### config.mk
export PLATFORM = sky130hd
export DESIGN_NAME = pll_reg_bank_flat
export DESIGN_NICKNAME = d
export VERILOG_FILES = /design/src/rtl/pll_reg_bank_if.sv /design/src/rtl/pll_reg_bank.sv /design/src/flat_wrapper.sv
export SDC_FILE = /design/constraint.sdc
export NUM_CORES = 1
export LEC_CHECK = 0
export ABC_AREA = 1
export ABC_CLOCK_PERIOD_IN_PS = 7900
export CAP_MARGIN = 20
export CORE_MARGIN = 3
export CORE_UTILIZATION = 53
export CTS_CLUSTER_DIAMETER = 40
export DETAILED_ROUTE_END_ITERATION = 6
export GPL_TIMING_DRIVEN = 1
export PLACE_DENSITY = 0.88
export SLEW_MARGIN = 20
export SYNTH_ARGS = -nofsm -noshare
export SYNTH_HDL_FRONTEND = slang
export SYNTH_SLANG_ARGS = --single-unit
export TNS_END_PERCENT = 30
### constraint.sdc
create_clock -name clk -period 7.9 [get_ports clk]
set_clock_uncertainty 0.05 [all_clocks]
set_input_delay 2.37 -clock clk [delete_from_list [all_inputs] [get_ports clk]]
set_output_delay 2.37 -clock clk [all_outputs]
set_load 0.02 [all_outputs]
### src/rtl/pll_reg_bank_if.sv
// pll_reg_bank_if
// Byte-transaction bus between the SPI slave and the PLL register bank.
//   rw           1 = write, 0 = read (qualified by valid)
//   valid        single-cycle transaction strobe
//   addr_to_reg  register address (AW bits)
//   data_to_reg  write data (DW bits)
//   data_in_reg  read data returned by the register bank (DW bits)
//   rd_valid     one-cycle pulse marking an updated data_in_reg
// Modports: master = SPI slave side, slave = register bank side.
interface pll_reg_bank_if #(
    parameter int AW = 5,
    parameter int DW = 8
);
    logic          rw;
    logic          valid;
    logic [AW-1:0] addr_to_reg;
    logic [DW-1:0] data_to_reg;
    logic [DW-1:0] data_in_reg;
    logic          rd_valid;

    modport master (
        output rw, valid, addr_to_reg, data_to_reg,
        input  data_in_reg, rd_valid
    );

    modport slave (
        input  rw, valid, addr_to_reg, data_to_reg,
        output data_in_reg, rd_valid
    );
endinterface

### src/rtl/pll_reg_bank.sv
// pll_reg_bank
// Multi-channel PLL register bank. Each channel c owns four registers at
// base 4*c: DCO_TST (RW), DIV_SHADOW (RW), ENABLE (RW), DCO_STS (RO).
// Two global registers sit at the top of the address space:
// UPD_FLAGS (sticky, write-one-to-clear) and APPLY (write-only, copies
// the selected shadow dividers into the active dividers).
// Ports:
//   clk, rst     single clock, asynchronous active-high reset
//   bus          register bus, slave side (see pll_reg_bank_if)
//   dco_tst_reg  per-channel DCO test words, channel c at [c*DW +: DW]
//   div_reg      per-channel active divider values
//   div_en1/2    per-channel divider enables (ENABLE bits 0 and 1)
//   dco_upd      per-channel status capture strobes
//   dco_sts      per-channel DCO status words
//   upd_irq      OR of all update flags
module pll_reg_bank #(
    parameter int NUM_CH = 4,
    parameter int DW     = 8,
    parameter int AW     = 5
) (
    input  logic                 clk,
    input  logic                 rst,
    pll_reg_bank_if.slave        bus,
    output logic [NUM_CH*DW-1:0] dco_tst_reg,
    output logic [NUM_CH*DW-1:0] div_reg,
    output logic [NUM_CH-1:0]    div_en1,
    output logic [NUM_CH-1:0]    div_en2,
    input  logic [NUM_CH-1:0]    dco_upd,
    input  logic [NUM_CH*DW-1:0] dco_sts,
    output logic                 upd_irq
);

    localparam logic [AW-1:0] FLAGS_ADDR = AW'(2**AW - 2);
    localparam logic [AW-1:0] APPLY_ADDR = '1;
    localparam logic [DW-1:0] ENABLE_RST = DW'(3);

    logic          wr_stb;
    logic          rd_stb;
    logic [AW-3:0] addr_ch;
    logic [1:0]    addr_off;
    logic          flags_wr;
    logic          apply_wr;

    assign wr_stb   = bus.valid & bus.rw;
    assign rd_stb   = bus.valid & ~bus.rw;
    assign addr_ch  = bus.addr_to_reg[AW-1:2];
    assign addr_off = bus.addr_to_reg[1:0];
    assign flags_wr = wr_stb && (bus.addr_to_reg == FLAGS_ADDR);
    assign apply_wr = wr_stb && (bus.addr_to_reg == APPLY_ADDR);

    logic [DW-1:0]     ch_rd_data [NUM_CH];
    logic [NUM_CH-1:0] flags;

    generate
        for (genvar gi = 0; gi < NUM_CH; gi++) begin : g_ch
            localparam logic [AW-3:0] CH = (AW-2)'(gi);

            logic [DW-1:0] tst_reg;
            logic [DW-1:0] shadow_reg;
            logic [DW-1:0] enable_reg;
            logic [DW-1:0] sts_reg;
            logic [DW-1:0] div_act_reg;
            logic          flag_reg;
            logic          ch_wr;

            // Global addresses never alias a channel because 4*NUM_CH <= 2^AW-2.
            assign ch_wr = wr_stb && (addr_ch == CH);

            always_ff @(posedge clk or posedge rst) begin
                if (rst) begin
                    tst_reg     <= '0;
                    shadow_reg  <= '0;
                    enable_reg  <= ENABLE_RST;
                    sts_reg     <= '0;
                    div_act_reg <= '0;
                    flag_reg    <= 1'b0;
                end else begin
                    if (ch_wr && addr_off == 2'd0) tst_reg    <= bus.data_to_reg;
                    if (ch_wr && addr_off == 2'd1) shadow_reg <= bus.data_to_reg;
                    if (ch_wr && addr_off == 2'd2) enable_reg <= bus.data_to_reg;
                    if (dco_upd[gi]) sts_reg <= dco_sts[gi*DW +: DW];
                    // Shadow is read before this edge, so a pending shadow
                    // value is what reaches the active divider.
                    if (apply_wr && bus.data_to_reg[gi]) div_act_reg <= shadow_reg;
                    // A capture strobe beats a simultaneous clear.
                    if (dco_upd[gi])
                        flag_reg <= 1'b1;
                    else if (flags_wr && bus.data_to_reg[gi])
                        flag_reg <= 1'b0;
                end
            end

            assign ch_rd_data[gi] = (addr_off == 2'd0) ? tst_reg    :
                                    (addr_off == 2'd1) ? shadow_reg :
                                    (addr_off == 2'd2) ? enable_reg : sts_reg;

            assign flags[gi]                 = flag_reg;
            assign dco_tst_reg[gi*DW +: DW]  = tst_reg;
            assign div_reg[gi*DW +: DW]      = div_act_reg;
            assign div_en1[gi]               = enable_reg[0];
            assign div_en2[gi]               = enable_reg[1];
        end
    endgenerate

    assign upd_irq = |flags;

    // Read mux: APPLY, unmapped addresses and channels >= NUM_CH fall through to 0.
    logic [DW-1:0] rd_data_next;
    always_comb begin
        rd_data_next = '0;
        if (bus.addr_to_reg == FLAGS_ADDR) begin
            rd_data_next = DW'(flags);
        end else begin
            for (int c = 0; c < NUM_CH; c++) begin
                if (addr_ch == (AW-2)'(c)) rd_data_next = ch_rd_data[c];
            end
        end
    end

    logic [DW-1:0] rd_data_reg;
    logic          rd_valid_reg;

    always_ff @(posedge clk or posedge rst) begin
        if (rst) begin
            rd_data_reg  <= '0;
            rd_valid_reg <= 1'b0;
        end else begin
            rd_valid_reg <= rd_stb;
            if (rd_stb) rd_data_reg <= rd_data_next;
        end
    end

    assign bus.data_in_reg = rd_data_reg;
    assign bus.rd_valid    = rd_valid_reg;

endmodule

### src/flat_wrapper.sv
// flat-port wrapper written by rule: the top's interface ports become plain ports
module pll_reg_bank_flat 
#(
    parameter int NUM_CH = 4,
    parameter int DW     = 8,
    parameter int AW     = 5
)
  (clk, rst, dco_tst_reg, div_reg, div_en1, div_en2, dco_upd, dco_sts, upd_irq, bus_rw, bus_valid, bus_addr_to_reg, bus_data_to_reg, bus_data_in_reg, bus_rd_valid);
  pll_reg_bank_if #(.AW(AW), .DW(DW)) bus_i ();
  input  logic clk;
  input  logic rst;
  output logic [NUM_CH*DW-1:0] dco_tst_reg;
  output logic [NUM_CH*DW-1:0] div_reg;
  output logic [NUM_CH-1:0] div_en1;
  output logic [NUM_CH-1:0] div_en2;
  input  logic [NUM_CH-1:0] dco_upd;
  input  logic [NUM_CH*DW-1:0] dco_sts;
  output logic upd_irq;
  input wire logic [$bits(bus_i.rw)-1:0] bus_rw;
  input wire logic [$bits(bus_i.valid)-1:0] bus_valid;
  input wire logic [$bits(bus_i.addr_to_reg)-1:0] bus_addr_to_reg;
  input wire logic [$bits(bus_i.data_to_reg)-1:0] bus_data_to_reg;
  output wire logic [$bits(bus_i.data_in_reg)-1:0] bus_data_in_reg;
  output wire logic [$bits(bus_i.rd_valid)-1:0] bus_rd_valid;
  assign bus_i.rw = bus_rw;
  assign bus_i.valid = bus_valid;
  assign bus_i.addr_to_reg = bus_addr_to_reg;
  assign bus_i.data_to_reg = bus_data_to_reg;
  assign bus_data_in_reg = bus_i.data_in_reg;
  assign bus_rd_valid = bus_i.rd_valid;
  pll_reg_bank #(.NUM_CH(NUM_CH), .DW(DW), .AW(AW)) u_core (.clk(clk), .rst(rst), .bus(bus_i), .dco_tst_reg(dco_tst_reg), .div_reg(div_reg), .div_en1(div_en1), .div_en2(div_en2), .dco_upd(dco_upd), .dco_sts(dco_sts), .upd_irq(upd_irq));
endmodule
Yosys cells after proc, flatten, opt, wreduce, memory -nomap -nowiden:

Index checks and enable logic that the tools add are counted.

* register bits after elaboration: 173
* output and inout bits: 82
* word-level logic and storage cells: 94

* equal/unequal tests: 7
* mux-type cells: 25
* bitwise logic cells: 3
* reductions and logical operators: 33

Operators with widths (count)
* 2-to-1 mux 8 bit: 17
* logical AND 1 bit: 26
* equality test 5 bit (second input constant): 2
* 2-to-1 mux 1 bit: 8
* nonzero test 2 bit: 4
* equality test 3 x 2 -> 1 bit (second input constant): 2
* OR reduction 4 bit: 1
* equality test 3 x 1 -> 1 bit (second input constant): 1
* zero test 3 bit: 1
* bitwise AND 1 bit: 2
* equality test 2 x 1 -> 1 bit (second input constant): 1
* equality test 2 bit (second input constant): 1
* zero test 2 bit: 1
* NOT 1 bit: 1

Logic depth before layout (Yosys ltp):

Gate-level depths: netlist of run 1.

* word-level depth: 9
* depth in mapped cells: 14
* mapped depth without buffers: 13

Worst setup path after synthesis of run 1:

No wires, ideal clock.

* path kind: input -> register
* from: input port bus_addr_to_reg[1]
* to: register u_core.rd_data_reg[0], in the netlist u_core.bus.data_in_reg[0]
* library setup time: 116 ps
* data arrival time: 3421 ps
* data required time: 7734 ps
* setup slack: 4312 ps
* stages: 10
* buffers on the path: 2
* cell sequence: buf_4 -> nor2_1 -> inv_2 -> buf_2 -> o21ai_0 -> inv_1 -> a21oi_1 -> nand3_1 -> nand2_1 -> nand2_1

* word-level cells in the longest chain between the ends: 9
* elaborated cells on any way between the ends: 21
* classes of those cells: eq/ne (3); mux (17); reduce/logical (1)

RTL lines
* from (decl): RTL line flat_wrapper.sv:21 `input wire logic [$bits(bus_i.addr_to_reg)-1:0] bus_addr_to_reg;`
* equality test 2 bit: RTL line pll_reg_bank.sv:95 `(addr_off == 2'd2) ? enable_reg : sts_reg;`
* 2-to-1 mux 8 bit: RTL line pll_reg_bank.sv:95
* 2-to-1 mux 8 bit: RTL line pll_reg_bank.sv:94 `(addr_off == 2'd1) ? shadow_reg :`
* 2-to-1 mux 8 bit: RTL line pll_reg_bank.sv:93 `assign ch_rd_data[gi] = (addr_off == 2'd0) ? tst_reg :`
* 2-to-1 mux 8 bit (4 in series): RTL line pll_reg_bank.sv:115 `if (addr_ch == (AW-2)'(c)) rd_data_next = ch_rd_data[c];`
* 2-to-1 mux 8 bit *: RTL line pll_reg_bank.sv:111 `if (bus.addr_to_reg == FLAGS_ADDR) begin`
* to (signal assigned): RTL line pll_reg_bank.sv:129 `if (rd_stb) rd_data_reg <= rd_data_next;`
* to (decl): RTL line pll_reg_bank.sv:120 `logic [DW-1:0] rd_data_reg;`

Every way passes the cells marked *; elsewhere a longest branch is shown, timed or not.
A chain may end at the register's enable or synchronous reset.

Worst setup path in the final report of run 1:

* from: input port bus_addr_to_reg[1]
* to: register u_core.g_ch[3].enable_reg[0]

* word-level cells in the longest chain between the ends: 2

RTL lines
* equality test 2 bit: RTL line pll_reg_bank.sv:80 `if (ch_wr && addr_off == 2'd2) enable_reg <= bus.data_to_reg;`
* logical AND 1 bit: RTL line pll_reg_bank.sv:80
* to (signal assigned): RTL line pll_reg_bank.sv:80
* to (decl): RTL line pll_reg_bank.sv:60 `logic [DW-1:0] enable_reg;`

Every way passes these cells.

==> impl_metrics.csv, run 1 <==
group,metric,value,unit
run_status,status,"finished clean",
sta,finalSetupViolations,0,
pwr,power_density,239,nW/um^2
pwr,clkPwrFrac,0.396,
cells_and_area,final_cell_area,9740,um^2
cts,cts_buffers,17,
pwr,intPower,1.70,mW
cts,htreeDepth,4,
pwr,peakVddDrop,0.143,mV
cts,clkTransAtPathRegs,0.06,ns
logic_synthesis,synth-warning-count,0,
sta,holdWs,0.424,ns
pwr,p_sw_frac,0.270,
detailed_routing,drt_pass1_iterations,6,
place,place_congestion,0.948,
sta,hold_viol,0,
logic_synthesis,async_flop_share,1.00,
detailed_routing,via_per_inst,5.74,
floorplanning,core,14100,um^2
logic_synthesis,ys_ff_latch,173,
cells_and_area,drive_gt1_frac,0.0723,
logic_synthesis,synth_top_area_frac,0.531,
detailed_routing,drt-wirelength-per-cell,18.6,um
cells_and_area,fillers,1114,
sta,timing.fmax,201,MHz
global_routing,grt_max_degree,62,
place,pre_cts_slack,2.63,ns
cells_and_area,nets,1078,
cells_and_area,finalNonFillerCells,1218,
cells_and_area,area_delta_synth_final,25.2,%
floorplanning,die_area,16200,um^2
global_routing,track_usage,0.286,
logic_synthesis,synth_seq_area_share,0.558,
sta,max_slew_margin,0.387,
detailed_routing,ant_nets,0,
worst_setup_path,required,8.18,ns
sta,period_share,0.628,
place,portBuffers,134,
worst_setup_path,rr_startpoint,"u_core.g_ch[2].enable_reg[0]$_DFFE_PP1P_",
detailed_routing,via_count,6996,
logic_synthesis,avgSynthCellArea,8.41,um^2
cts,cts_tree,"done",
worst_setup_path,startpoint,"bus_addr_to_reg[1]",
logic_synthesis,synth_cells,925,
floorplanning,die_h,127,um
floorplanning,die_w,127,um
pwr,power_frac_seq,0.450,
detailed_routing,wl,22600,um
min_path,hold_path_class,"reg2reg",
worst_setup_path,cp.arrival,5.25,ns
logic_synthesis,synth_area_leaders,"dfrtp_1, nand2_1, o21ai_0, inv_1, mux2_2",
global_routing,antenna_found_initial,0,
worst_setup_path,endpoint_kind,"flop",
place,dp_hpwl,15700,um
cells_and_area,antenna_cells,0,
worst_setup_path,crit_fanout,26,
global_routing,grt-ovfl-total,0,
cts,post_cts_buffers,0,
logic_synthesis,synth_top_area_cell,"dfrtp_1",
place,dp.cells,1186,
cts,clockBufferDepth,2,
floorplanning,io_pins,135,
logic_synthesis,synth_area,7780,um^2
sta,slew_viol_final,0,
pwr,power.total,2.33,mW
detailed_routing,drc,0,
logic_synthesis,synth_common_cells,"nand2_1, o21ai_0, dfrtp_1, inv_1, nor2_1",
logic_synthesis,synth.distinct_cells,26,
job,cap_violations,0,
place,dpl_cell_area,9090,um^2
logic_synthesis,synth_nets,978,
sta,setup_ws,2.94,ns
global_routing,grt_pass1_vias,6635,
pwr,p_leak,4.60,nW
sta,rsz0062_at_grt,"no",
sta,period_minus_slack,4.96,ns
floorplanning,start_util,0.552,
pwr,p_comb_frac,0.155,
worst_setup_path,critPathKind,"in2reg",
pwr,power.switching,628,uW
global_routing,grt_pass1_wl,35700,um
sta,tightest_slew,0.919,ns
logic_synthesis,synth-edff-count,0,
logic_synthesis,synth_flop_cell,"dfrtp_1",
cts,insertion_delay,0.44,ns
cts,post_cts_resize_count,0,
cells_and_area,final_core_util,0.691,
cts,cts_root_buf,"clkbuf_16",
sta,finalSetupTns,0,ns
min_path,hold_start,"u_core.g_ch[1].sts_reg[6]$_DFFE_PP0P_",
worst_setup_path,setup.worst_path.start_class,"input pin",
cts,cts_hold_buffers,0,
detailed_routing,drt_iter0_markers,909,
cts,clock_sinks,173,
floorplanning,rows,43,
logic_synthesis,post-synth-top-count-cell,"nand2_1",
[kinds of logic after synthesis]
family                 Yosys count  share of synthesized area
DFF                            173                      0.558
buffers and inverters          130                     0.0728
and+or+nand+nor                368                      0.187
AOI/OAI and AO/OA              232                      0.151
muxes                           22                     0.0318
[power by group through the flow]
stage | sequential [mW] | clock, mW | combinational (mW)
final | 1.05 | 0.921 | 0.360
after global routing | 1.05 | 0.960 | 0.395
after CTS | 1.04 | 0.925 | 0.358
after detailed placement | 1.06 | 0 | 0.352
after global placement | 1.06 | 0 | 0.343
after floorplan | 1.07 | 0 | 0.169
[worst max-delay path, stage by stage]
cell,delay (ns)
clkdlybuf4s50_1,0.86
inv_2,0.25
nor2_2,0.75
nand3_1,0.59
o21ai_0,0.41
[final cells by class]
type,count,area [um^2],area share
Inverter,73,279,0.0286
Timing Repair Buffer,138,1370,0.141
Tap cell,180,225,0.0231
Multi-Input combinational cell,622,2880,0.295
Sequential cell,173,4340,0.445
Clock buffer,22,464,0.0476
Clock inverter,10,186,0.0191
[worst paths after layout]
check                                                            endpoint  slack [ns]  depth (start not counted)
max in group asynchronous       u_core.g_ch[2].div_act_reg[1]$_DFFE_PP0P_        4.36                          3
worst max-delay path             u_core.g_ch[3].enable_reg[0]$_DFFE_PP1P_        2.94                          5
worst max register to register      u_core.bus.data_in_reg[0]$_DFFE_PP0P_        6.38                          6
min in group asynchronous           u_core.g_ch[1].tst_reg[1]$_DFFE_PP0P_        2.30                          2
worst min register to register      u_core.g_ch[1].sts_reg[6]$_DFFE_PP0P_        0.42                          2
worst min-delay path                u_core.g_ch[1].sts_reg[6]$_DFFE_PP0P_        0.42                          2
[layer usage]
layer / up-vias / GRT usage / share of wire
met5: - / 0 / 0
met3: 79 / 0.0844 / 0.10
met1: 3315 / 0.397 / 0.42
met4: 0 / 0.119 / 0.040
met2: 423 / 0.425 / 0.44
li1: 3179 / - / -
[cell usage in the layout, fill, tap and decap left out]
cell               n
or2_1              1
clkbuf_16         17
o21bai_1           3
nand2_2            4
nor2_1            43
a31oi_1            2
buf_4              4
o211ai_1           2
o21ai_1            5
nand2_1          284
nor2_2             1
nor2_4             1
mux2_2            22
nor3_2             1
inv_1             65
clkinv_4           1
nand4_1            1
clkdlybuf4s50_1  134
inv_2              4
nand3_1           32
clkbuf_8           2
clkinv_1           3
clkinvlp_4         3
o21ai_0          188
clkbuf_1           3
dfstp_2            8
inv_6              1
clkinv_2           1
dfrtp_1          165
bufinv_16          5
a21oi_1           32
(Power assumes the default switching activity.)
==> run 2, diff against run 1 <==
ABC_CLOCK_PERIOD_IN_PS = 4300   (was 7900)
CORE_UTILIZATION = 48   (was 53)
PLACE_DENSITY = 0.84   (was 0.88)
clock period = 4.3 ns   (was 7.9 ns; I/O delays follow)
==> run 2 against run 1 <==
  * Wire length about the same
  * Die area grew 9.9%
  * Sequential power rose by 83%
  * Cell area up 0.44%
  * Critical path type unchanged
  * Register-to-register slack worse by 3.5 ns
  * Clock-buffer cell count fell by 1
==> impl_metrics.csv, run 2 (synthesized netlist as in run 1, its figures left out) <==
group,metric,value,unit
worst_setup_path,crit_fanout,16,
sta,max_slew_margin,0.486,
min_path,min_to,"u_core.g_ch[2].sts_reg[4]$_DFFE_PP0P_",
sta,slew_viol_final,0,
sta,holdWs,0.428,ns
place,dp_hpwl,16000,um
floorplanning,die_w,133,um
detailed_routing,wl,22700,um
cts,post_cts_buffers,0,
floorplanning,io_pins,135,
worst_setup_path,required,4.58,ns
worst_setup_path,crit_path_top_delay_cell,"nand3_1",
sta,tightest_slew,0.768,ns
detailed_routing,ant_nets,0,
cells_and_area,antenna_cells,0,
pwr,power_density,423,nW/um^2
cts,cts_hold_buffers,0,
floorplanning,rows,45,
worst_setup_path,endpoint_kind,"flop",
global_routing,track_usage,0.257,
global_routing,grt_pass1_vias,6467,
floorplanning,core,15500,um^2
global_routing,grt-ovfl-total,0,
sta,timing.fmax,308,MHz
cts,htreeDepth,4,
sta,finalSetupViolations,0,
cts,clock_sinks,173,
floorplanning,start_util,0.501,
cells_and_area,finalNonFillerCells,1254,
worst_setup_path,reg2reg_slack,2.89,ns
place,dp.cells,1222,
cts,cts_tree,"done",
sta,finalSetupTns,0,ns
cells_and_area,final_cell_mix,"nand2_1, o21ai_0, dfrtp_1",
min_path,hold_path_class,"reg2reg",
detailed_routing,via_per_inst,5.42,
floorplanning,die_h,133,um
worst_setup_path,cp_cell_sequence,"clkdlybuf4s50_1 > nand2_1 > nor2_1 > nand3_1 > o21ai_0",
cts,cts_root_buf,"clkbuf_16",
cells_and_area,layout_commonest_cell,"nand2_1",
global_routing,antenna_found_initial,1,
floorplanning,die_area,17800,um^2
place,place_congestion,0.995,
sta,hold_viol,0,
worst_setup_path,rr_endpoint,"u_core.bus.data_in_reg[3]$_DFFE_PP0P_",
job,cap_violations,0,
global_routing,grt_max_degree,88,
pwr,peakVddDrop,0.300,mV
worst_setup_path,critPathKind,"in2reg",
worst_setup_path,critPathMaxStageDelay,0.61,ns
worst_setup_path,cp.arrival,3.53,ns
min_path,whs_path_depth,2,
place,portBuffers,134,
cells_and_area,drive_gt1_frac,0.0767,
detailed_routing,drt-wirelength-per-cell,18.1,um
pwr,p_leak,4.61,nW
cts,cts_buffers,17,
worst_setup_path,rr_startpoint,"u_core.g_ch[3].enable_reg[3]$_DFFE_PP0P_",
cells_and_area,area_delta_synth_final,25.7,%
place,dpl_cell_area,9190,um^2
cts,clkTransAtPathRegs,0.06,ns
detailed_routing,drt_pass1_iterations,6,
min_path,hold_start,"u_core.g_ch[2].sts_reg[4]$_DFFE_PP0P_",
cts,insertion_delay,0.44,ns
cells_and_area,final_cell_area,9780,um^2
worst_setup_path,r2r_cells,6,
run_status,status,"finished clean",
detailed_routing,drc,0,
sta,period_share,0.756,
worst_setup_path,setup.worst_path.start_class,"input pin",
cts,post_cts_resize_count,0,
cts,clockBufferDepth,2,
detailed_routing,via_count,6799,
global_routing,grt_pass1_wl,35500,um
sta,rsz0062_at_grt,"no",
cells_and_area,nets,1083,
detailed_routing,drt_iter0_markers,1046,
sta,period_minus_slack,3.25,ns
-- run 2: layer usage --
metal	GRT usage	up-vias	wire length [um]
li1	-	3187	-
met1	0.364	3195	9740
met2	0.397	370	10400
met3	0.0521	45	2000
met4	0.0903	2	476
met5	0	-	8
-- run 2: layout make-up --
class | count | area, um^2
clock buffer | 21 | 450
fill | 1338 | 5760
timing repair buffer | 143 | 1430
sequential | 173 | 4340
clock inverter | 11 | 143
tap | 211 | 264
inverter | 73 | 278
multi-input combinational | 622 | 2880
-- run 2: power breakdown --
group	total (mW)	leakage, nW	switching [mW]	internal [mW]
combinational	0.658	2.08	0.387	0.272
sequential	1.92	2.24	0.128	1.80
clock	1.56	0.287	0.634	0.926
total	4.14	4.61	1.15	2.99
-- run 2: how the worst max path moves through the flow --
stage	depth (start not counted)	startpoint	end
final	5	bus_addr_to_reg[2]	u_core.g_ch[3].enable_reg[2]$_DFFE_PP0P_
after global placement	5	bus_addr_to_reg[1]	u_core.g_ch[2].div_act_reg[0]$_DFFE_PP0P_
after CTS	6	bus_addr_to_reg[1]	u_core.g_ch[3].shadow_reg[4]$_DFFE_PP0P_
after global routing	5	bus_addr_to_reg[2]	u_core.g_ch[3].enable_reg[2]$_DFFE_PP0P_
after floorplan	1	rst	u_core.bus.data_in_reg[0]$_DFFE_PP0P_
after detailed placement	6	bus_addr_to_reg[1]	u_core.g_ch[3].shadow_reg[4]$_DFFE_PP0P_
-- run 2: worst max-delay path, delay by kind of cell --
family	cells	cell delay [ns]
simple gates	3	1.29
buf+inv	1	0.55
compound gates	1	0.39
-- run 2: metrics by stage --
step | util | setup WS, ns | power, mW
3_3_place_gp | 0.591 | 0.793 | 2.58
5_1_grt | 0.630 | 0.832 | 4.30
2_1_floorplan | - | 0.756 | 2.28
4_1_cts | 0.630 | 1.12 | 4.15
6_report | 0.630 | 1.05 | 4.14
3_5_place_dp | 0.591 | 0.680 | 2.60
